$ cat src/rtl/conv_pkg.sv
// Shared types and sizing helpers for the convolution operand feeder.
// No logic; imported by conv_feeder and conv_buf.
package conv_pkg;

    localparam int WIDTH_DEF = 14;

    typedef enum logic [2:0] {
        IDLE,
        LOAD_F,
        LOAD_X,
        CLEAR,
        MAC,
        DRAIN,
        DONE
    } state_t;

    // Address width for an n-entry array; never below one bit.
    function automatic int addr_w(input int n);
        return (n > 1) ? $clog2(n) : 1;
    endfunction

    function automatic int idx_w(input int n, input int m);
        return addr_w(n - m + 1);
    endfunction

endpackage

$ cat src/rtl/conv_buf.sv
// Sample (x) and coefficient (f) storage: one write port, two async read ports.
// Writes land on the next edge; reads are combinational. No backpressure.
// Contents are intentionally not reset; every job reloads them.
module conv_buf import conv_pkg::*; #(
    parameter int WIDTH = WIDTH_DEF,
    parameter int N     = 8,
    parameter int M     = 4
) (
    input  logic                    clk,
    input  logic                    wr_en,
    input  logic                    wr_sel_x,
    input  logic [addr_w(N)-1:0]    wr_addr,
    input  logic signed [WIDTH-1:0] wr_dat,
    input  logic [addr_w(N)-1:0]    x_raddr,
    output logic signed [WIDTH-1:0] x_rdat,
    input  logic [addr_w(M)-1:0]    f_raddr,
    output logic signed [WIDTH-1:0] f_rdat
);
    localparam int FW = addr_w(M);

    logic signed [WIDTH-1:0] x_q [N];
    logic signed [WIDTH-1:0] f_q [M];

    always_ff @(posedge clk) begin
        if (wr_en) begin
            if (wr_sel_x) begin
                x_q[wr_addr] <= wr_dat;
            end else begin
                f_q[wr_addr[FW-1:0]] <= wr_dat;
            end
        end
    end

    assign x_rdat = x_q[x_raddr];
    assign f_rdat = f_q[f_raddr];

endmodule

$ cat src/rtl/conv_feeder.sv
// Loads M taps and N samples, then streams (x[i+j], f[j]) pairs to a MAC per output.
// All outputs registered; period per output is 1 + M + DRAIN_CYC cycles.
// Load side stalls on s_valid gaps via s_ready; MAC side has no backpressure.
module conv_feeder import conv_pkg::*; #(
    parameter int WIDTH     = WIDTH_DEF,
    parameter int N         = 8,
    parameter int M         = 4,
    parameter int DRAIN_CYC = 3
) (
    input  logic                    clk,
    input  logic                    reset,
    input  logic                    start,
    input  logic signed [WIDTH-1:0] s_data,
    input  logic                    s_valid,
    output logic                    s_ready,
    output logic signed [WIDTH-1:0] a_out,
    output logic signed [WIDTH-1:0] b_out,
    output logic                    mac_valid,
    output logic                    mac_clear,
    output logic                    last_tap,
    output logic [idx_w(N, M)-1:0]  out_idx,
    output logic                    busy,
    output logic                    done
);
    localparam int OW    = idx_w(N, M);
    localparam int XW    = addr_w(N);
    localparam int FW    = addr_w(M);
    localparam int CNT_W = addr_w(N + DRAIN_CYC + 1);

    state_t                  state_q, state_d;
    logic [CNT_W-1:0]        cnt_q, cnt_d;
    logic [OW-1:0]           out_idx_q, out_idx_d;
    logic                    s_ready_q, s_ready_d;
    logic                    mac_valid_q, mac_valid_d;
    logic                    mac_clear_q, mac_clear_d;
    logic                    last_tap_q, last_tap_d;
    logic                    busy_q, busy_d;
    logic                    done_q, done_d;
    logic signed [WIDTH-1:0] a_out_q, a_out_d;
    logic signed [WIDTH-1:0] b_out_q, b_out_d;

    logic                    xfer;
    logic                    wr_en;
    logic [XW-1:0]           x_raddr;
    logic [FW-1:0]           f_raddr;
    logic signed [WIDTH-1:0] x_rdat;
    logic signed [WIDTH-1:0] f_rdat;

    assign xfer = s_valid && s_ready_q;

    conv_buf #(.WIDTH(WIDTH), .N(N), .M(M)) u_buf (
        .clk      (clk),
        .wr_en    (wr_en),
        .wr_sel_x (state_q == LOAD_X),
        .wr_addr  (XW'(cnt_q)),
        .wr_dat   (s_data),
        .x_raddr  (x_raddr),
        .x_rdat   (x_rdat),
        .f_raddr  (f_raddr),
        .f_rdat   (f_rdat)
    );

    always_ff @(posedge clk or negedge reset) begin
        if (!reset) begin
            state_q     <= IDLE;
            cnt_q       <= '0;
            out_idx_q   <= '0;
            s_ready_q   <= 1'b0;
            mac_valid_q <= 1'b0;
            mac_clear_q <= 1'b0;
            last_tap_q  <= 1'b0;
            busy_q      <= 1'b0;
            done_q      <= 1'b0;
            a_out_q     <= '0;
            b_out_q     <= '0;
        end else begin
            state_q     <= state_d;
            cnt_q       <= cnt_d;
            out_idx_q   <= out_idx_d;
            s_ready_q   <= s_ready_d;
            mac_valid_q <= mac_valid_d;
            mac_clear_q <= mac_clear_d;
            last_tap_q  <= last_tap_d;
            busy_q      <= busy_d;
            done_q      <= done_d;
            a_out_q     <= a_out_d;
            b_out_q     <= b_out_d;
        end
    end

    // cnt_q is shared: load address, tap index, then drain countdown.
    always_comb begin
        state_d   = state_q;
        cnt_d     = cnt_q;
        out_idx_d = out_idx_q;
        wr_en     = 1'b0;
        case (state_q)
            IDLE: begin
                if (start) begin
                    state_d = LOAD_F;
                    cnt_d   = '0;
                end
            end
            LOAD_F: begin
                if (xfer) begin
                    wr_en = 1'b1;
                    if (cnt_q == CNT_W'(M - 1)) begin
                        state_d = LOAD_X;
                        cnt_d   = '0;
                    end else begin
                        cnt_d = cnt_q + CNT_W'(1);
                    end
                end
            end
            LOAD_X: begin
                if (xfer) begin
                    wr_en = 1'b1;
                    if (cnt_q == CNT_W'(N - 1)) begin
                        state_d = CLEAR;
                        cnt_d   = '0;
                    end else begin
                        cnt_d = cnt_q + CNT_W'(1);
                    end
                end
            end
            CLEAR: begin
                state_d = MAC;
                cnt_d   = '0;
            end
            MAC: begin
                if (cnt_q == CNT_W'(M - 1)) begin
                    state_d = DRAIN;
                    cnt_d   = '0;
                end else begin
                    cnt_d = cnt_q + CNT_W'(1);
                end
            end
            DRAIN: begin
                if (cnt_q == CNT_W'(DRAIN_CYC - 1)) begin
                    cnt_d = '0;
                    if (out_idx_q < OW'(N - M)) begin
                        state_d   = CLEAR;
                        out_idx_d = out_idx_q + OW'(1);
                    end else begin
                        state_d = DONE;
                    end
                end else begin
                    cnt_d = cnt_q + CNT_W'(1);
                end
            end
            DONE: begin
                state_d   = IDLE;
                out_idx_d = '0;
            end
            default: begin
                state_d   = IDLE;
                cnt_d     = '0;
                out_idx_d = '0;
            end
        endcase
    end

    // Outputs decode the next state so they line up with state_q after the edge.
    assign x_raddr = XW'(out_idx_d) + XW'(cnt_d);
    assign f_raddr = FW'(cnt_d);

    always_comb begin
        s_ready_d   = (state_d == LOAD_F) || (state_d == LOAD_X);
        mac_clear_d = (state_d == CLEAR);
        mac_valid_d = (state_d == MAC);
        last_tap_d  = (state_d == MAC) && (cnt_d == CNT_W'(M - 1));
        busy_d      = (state_d != IDLE);
        done_d      = (state_d == DONE);
        a_out_d     = '0;
        b_out_d     = '0;
        if (state_d == MAC) begin
            a_out_d = x_rdat;
            b_out_d = f_rdat;
        end
    end

    assign s_ready   = s_ready_q;
    assign a_out     = a_out_q;
    assign b_out     = b_out_q;
    assign mac_valid = mac_valid_q;
    assign mac_clear = mac_clear_q;
    assign last_tap  = last_tap_q;
    assign out_idx   = out_idx_q;
    assign busy      = busy_q;
    assign done      = done_q;

endmodule

$ cat config.mk
export PLATFORM = sky130hd
export DESIGN_NAME = conv_feeder
export DESIGN_NICKNAME = d
export VERILOG_FILES = /design/src/rtl/conv_pkg.sv /design/src/rtl/conv_buf.sv /design/src/rtl/conv_feeder.sv
export SDC_FILE = /design/constraint.sdc
export NUM_CORES = 1
export LEC_CHECK = 0
export BUFFER_PORTS_ARGS = -buffer_cell sky130_fd_sc_hd__buf_4
export CAP_MARGIN = 5
export CORE_MARGIN = 3
export CORE_UTILIZATION = 45
export DETAILED_ROUTE_END_ITERATION = 12
export MAX_ROUTING_LAYER = met4
export PLACE_DENSITY = 0.69
export SYNTH_ARGS = -nofsm -noshare
export SYNTH_HDL_FRONTEND = slang
export SYNTH_SLANG_ARGS = --single-unit
$ cat constraint.sdc
create_clock -name clk -period 4.9 [get_ports clk]
set_clock_uncertainty 0.2 [all_clocks]
set_input_delay 0.245 -clock clk [delete_from_list [all_inputs] [get_ports clk]]
set_output_delay 0.245 -clock clk [all_outputs]
set_load 0.005 [all_outputs]
==> flow_summary.ini <==
[run_status]
status = finished, final reports clean

[route]
antenna_left = 0
finalWirelength_um = 17070
drcViolationCount = 0
viasPerCell = 5.539
num_vias = 4531
post_drt_wl_per_cell_um = 20.87
drtIter0Drc = 360
firstDrtPassIters = 4

[place]
routabilityCongestion = 0.8850
dp_hpwl_um = 9964
dp.cells = 763
numPortBuffers = 54

[timing]
grt_setup_unrepaired = no
max_freq_mhz = 239.9
fin_crit_ps = 4169
setup_tns_ps = 0
setup_viol = 0
hold_slack_ps = 120.4
tightest_slew_ps = 1021
finalHoldViolCount = 0
slew_violations = 0
finalCritPeriodShare_pct = 85.09
max_slew_margin_pct = 31.83

[synthesis]
syn_nets = 519
synth.most_common_cell = edfxtp_1
ys_ff_latch = 212
ys_dominant_reg_cell = edfxtp_1
synth_cell_types = 55
synth-edff-count = 168
synth_common_cells = 168 x edfxtp_1, 44 x dfrtp_1, 42 x mux2i_1
ys_seq_area_share_pct = 71.17
async_flop_share_pct = 20.75
synth_top_area_share_pct = 58.42
synth_cells = 494
avgSynthCellArea_um2 = 17.48
post-synth-top-area-cell = edfxtp_1
netlist_area_mm2 = 0.008636
yosysWarnings = 0
synth_area_leaders = edfxtp_1 58%, dfrtp_1 13%, mux4_2 7.3%

[final_layout]
diodes = 0
multiInputGateArea_mm2 = 0.002327
regArea_mm2 = 0.006146
fin_cells = 818
fillers = 1454
area_delta_synth_final_pct = 18.46
drive_gt1_share_pct = 25.00
fin_nets = 593

[setup_path]
startpoint_type = flop
endpoint_kind = flop
critical_path_class = reg2reg
r2r_cells = 12
ff2ff_setup_slack_ps = 730
worstReg2RegStart = cnt_q[0]
cp_max_fo = 28
timing.rr.end = a_out[11]
arrival_ps = 4350
critPathRequiredTime_ps = 5080

[clocking]
cts_max_level = 1
worstSkewPairLatency_ps = 490
cts_resized = 0
clockBufferDepth = 3
cts.sinks = 212
cts_buffers = 22
tritoncts = built
path_clk_slew_ps = 70
cts-root-buf = clkbuf_16

[floorplan]
die_w_um = 144.5
num_rows = 50
die_area_mm2 = 0.02089
die_h_um = 144.5
io_pins = 55
coreArea_mm2 = 0.01877
start_util_pct = 46.01

[hold_path]
hp-class = in2async

[global_route]
grt_pass1_wl_um = 26630
grt_usage_pct = 17.32
grt_start_max_net_pins = 57
overflow = 0
grt_pass1_vias = 4751
antenna_found_initial = 0

[pwr]
p_per_area_mw_per_mm2 = 653.9
ir_worst_vdd_mv = 0.6003
power.leakage_nw = 3.881

[flow_run]
drv_cap = 0
-- metrics by stage --
step	setup WS, ps	instance area, um2	utilization (%)	power [mW]
after floorplan	577.2	8636	-	4.326
after global placement	853.2	9276	49.43	4.837
after detailed placement	744.0	9276	49.43	4.916
after CTS	734.3	10230	54.51	6.744
after global routing	413.5	10230	54.51	7.098
final	730.7	10230	54.51	6.689
-- what timing repair did --
action / 4_1_cts / 5_1_grt
buffers inserted: 0 / 0
hold buffers: 15 / 0
hold endpoints to repair: 212 / 0
-- sequential cells by signal (all words and copies together) (netlist names) --
signal / count
mac_valid: 1
s_ready: 1
u_buf.x_q: 112
done: 1
b_out: 14
state_q: 3
a_out: 14
last_tap: 1
cnt_q: 4
out_idx: 3
mac_clear: 1
busy: 1
u_buf.f_q: 56
-- worst max-delay path by stage --
stage | from | to | slack, ps
floorplan | cnt_q[0] | a_out[0] | 580
global placement | cnt_q[0] | a_out[11] | 850
detailed placement | cnt_q[0] | a_out[11] | 740
CTS | cnt_q[0] | a_out[11] | 730
global route | cnt_q[0] | a_out[10] | 410
finish | cnt_q[0] | a_out[11] | 730
-- area by class of cell --
| class | count | share of cell area (%) |
|---|---|---|
| flip-flops and latches | 212 | 60.08 |
| multi-input cells | 245 | 22.75 |
| clock buffers | 24 | 5.761 |
| clock inverters | 16 | 2.091 |
| repair buffers | 79 | 6.164 |
| well taps | 234 | 2.862 |
| inverters | 8 | 0.2935 |
-- routing by layer --
layer | vias up | share of wire (%) | track usage [%]
li1 | 2092 | - | -
met1 | 2297 | 40 | 21.20
met2 | 119 | 53 | 29.87
met3 | 23 | 5.4 | 3.075
met4 | 0 | 1.5 | 4.713
met5 | - | 0 | -
-- worst max-delay path, cell delays in order, from the launching register on --
cell and delay, ps:
dfrtp_1 520, inv_1 220, ha_1 210, nor3b_4 300, and3b_1 340, mux2_2 190
o2bb2ai_1 90, ha_1 240, fa_1 500, buf_4 380, mux4_2 390, nor3b_1 160
o31a_1 320
-- power by group --
group          internal, mW  leakage, nW  switching (mW)
clock network          1.13        0.386           0.677
logic                  1.29         1.40            1.39
registers              2.10         2.10           0.103
-- logic make-up (layout without fill, tap and decap cells) --
kind of cell	after synthesis	in the layout	synth area share [%]
compound gates	56	56	5.173
xor+xnor	2	2	0.2029
fa+ha+maj	7	7	1.101
buf+inv	37	127	2.275
flops	212	212	71.17
mux	71	71	12.30
simple gates	109	109	7.781
-- layout by cell type, fill, tap and decap left out, drive strengths merged, types with 3 or more instances in the layout --
cell,instances
edfxtp,168
buf,64
dfrtp,44
mux2i,42
mux4,28
clkbuf,24
nand2,22
nor3b,19
nand2b,17
and3,15
o22ai,15
dlygate4sd3,15
o31a,14
nor2,10
inv,9
and2,8
clkinv,7
ha,6
bufinv,5
a21oi,4
nor3,4
a211oi,3
clkinvlp,3
o31ai,3
Note: power is estimated with default switching activity, not from simulation.
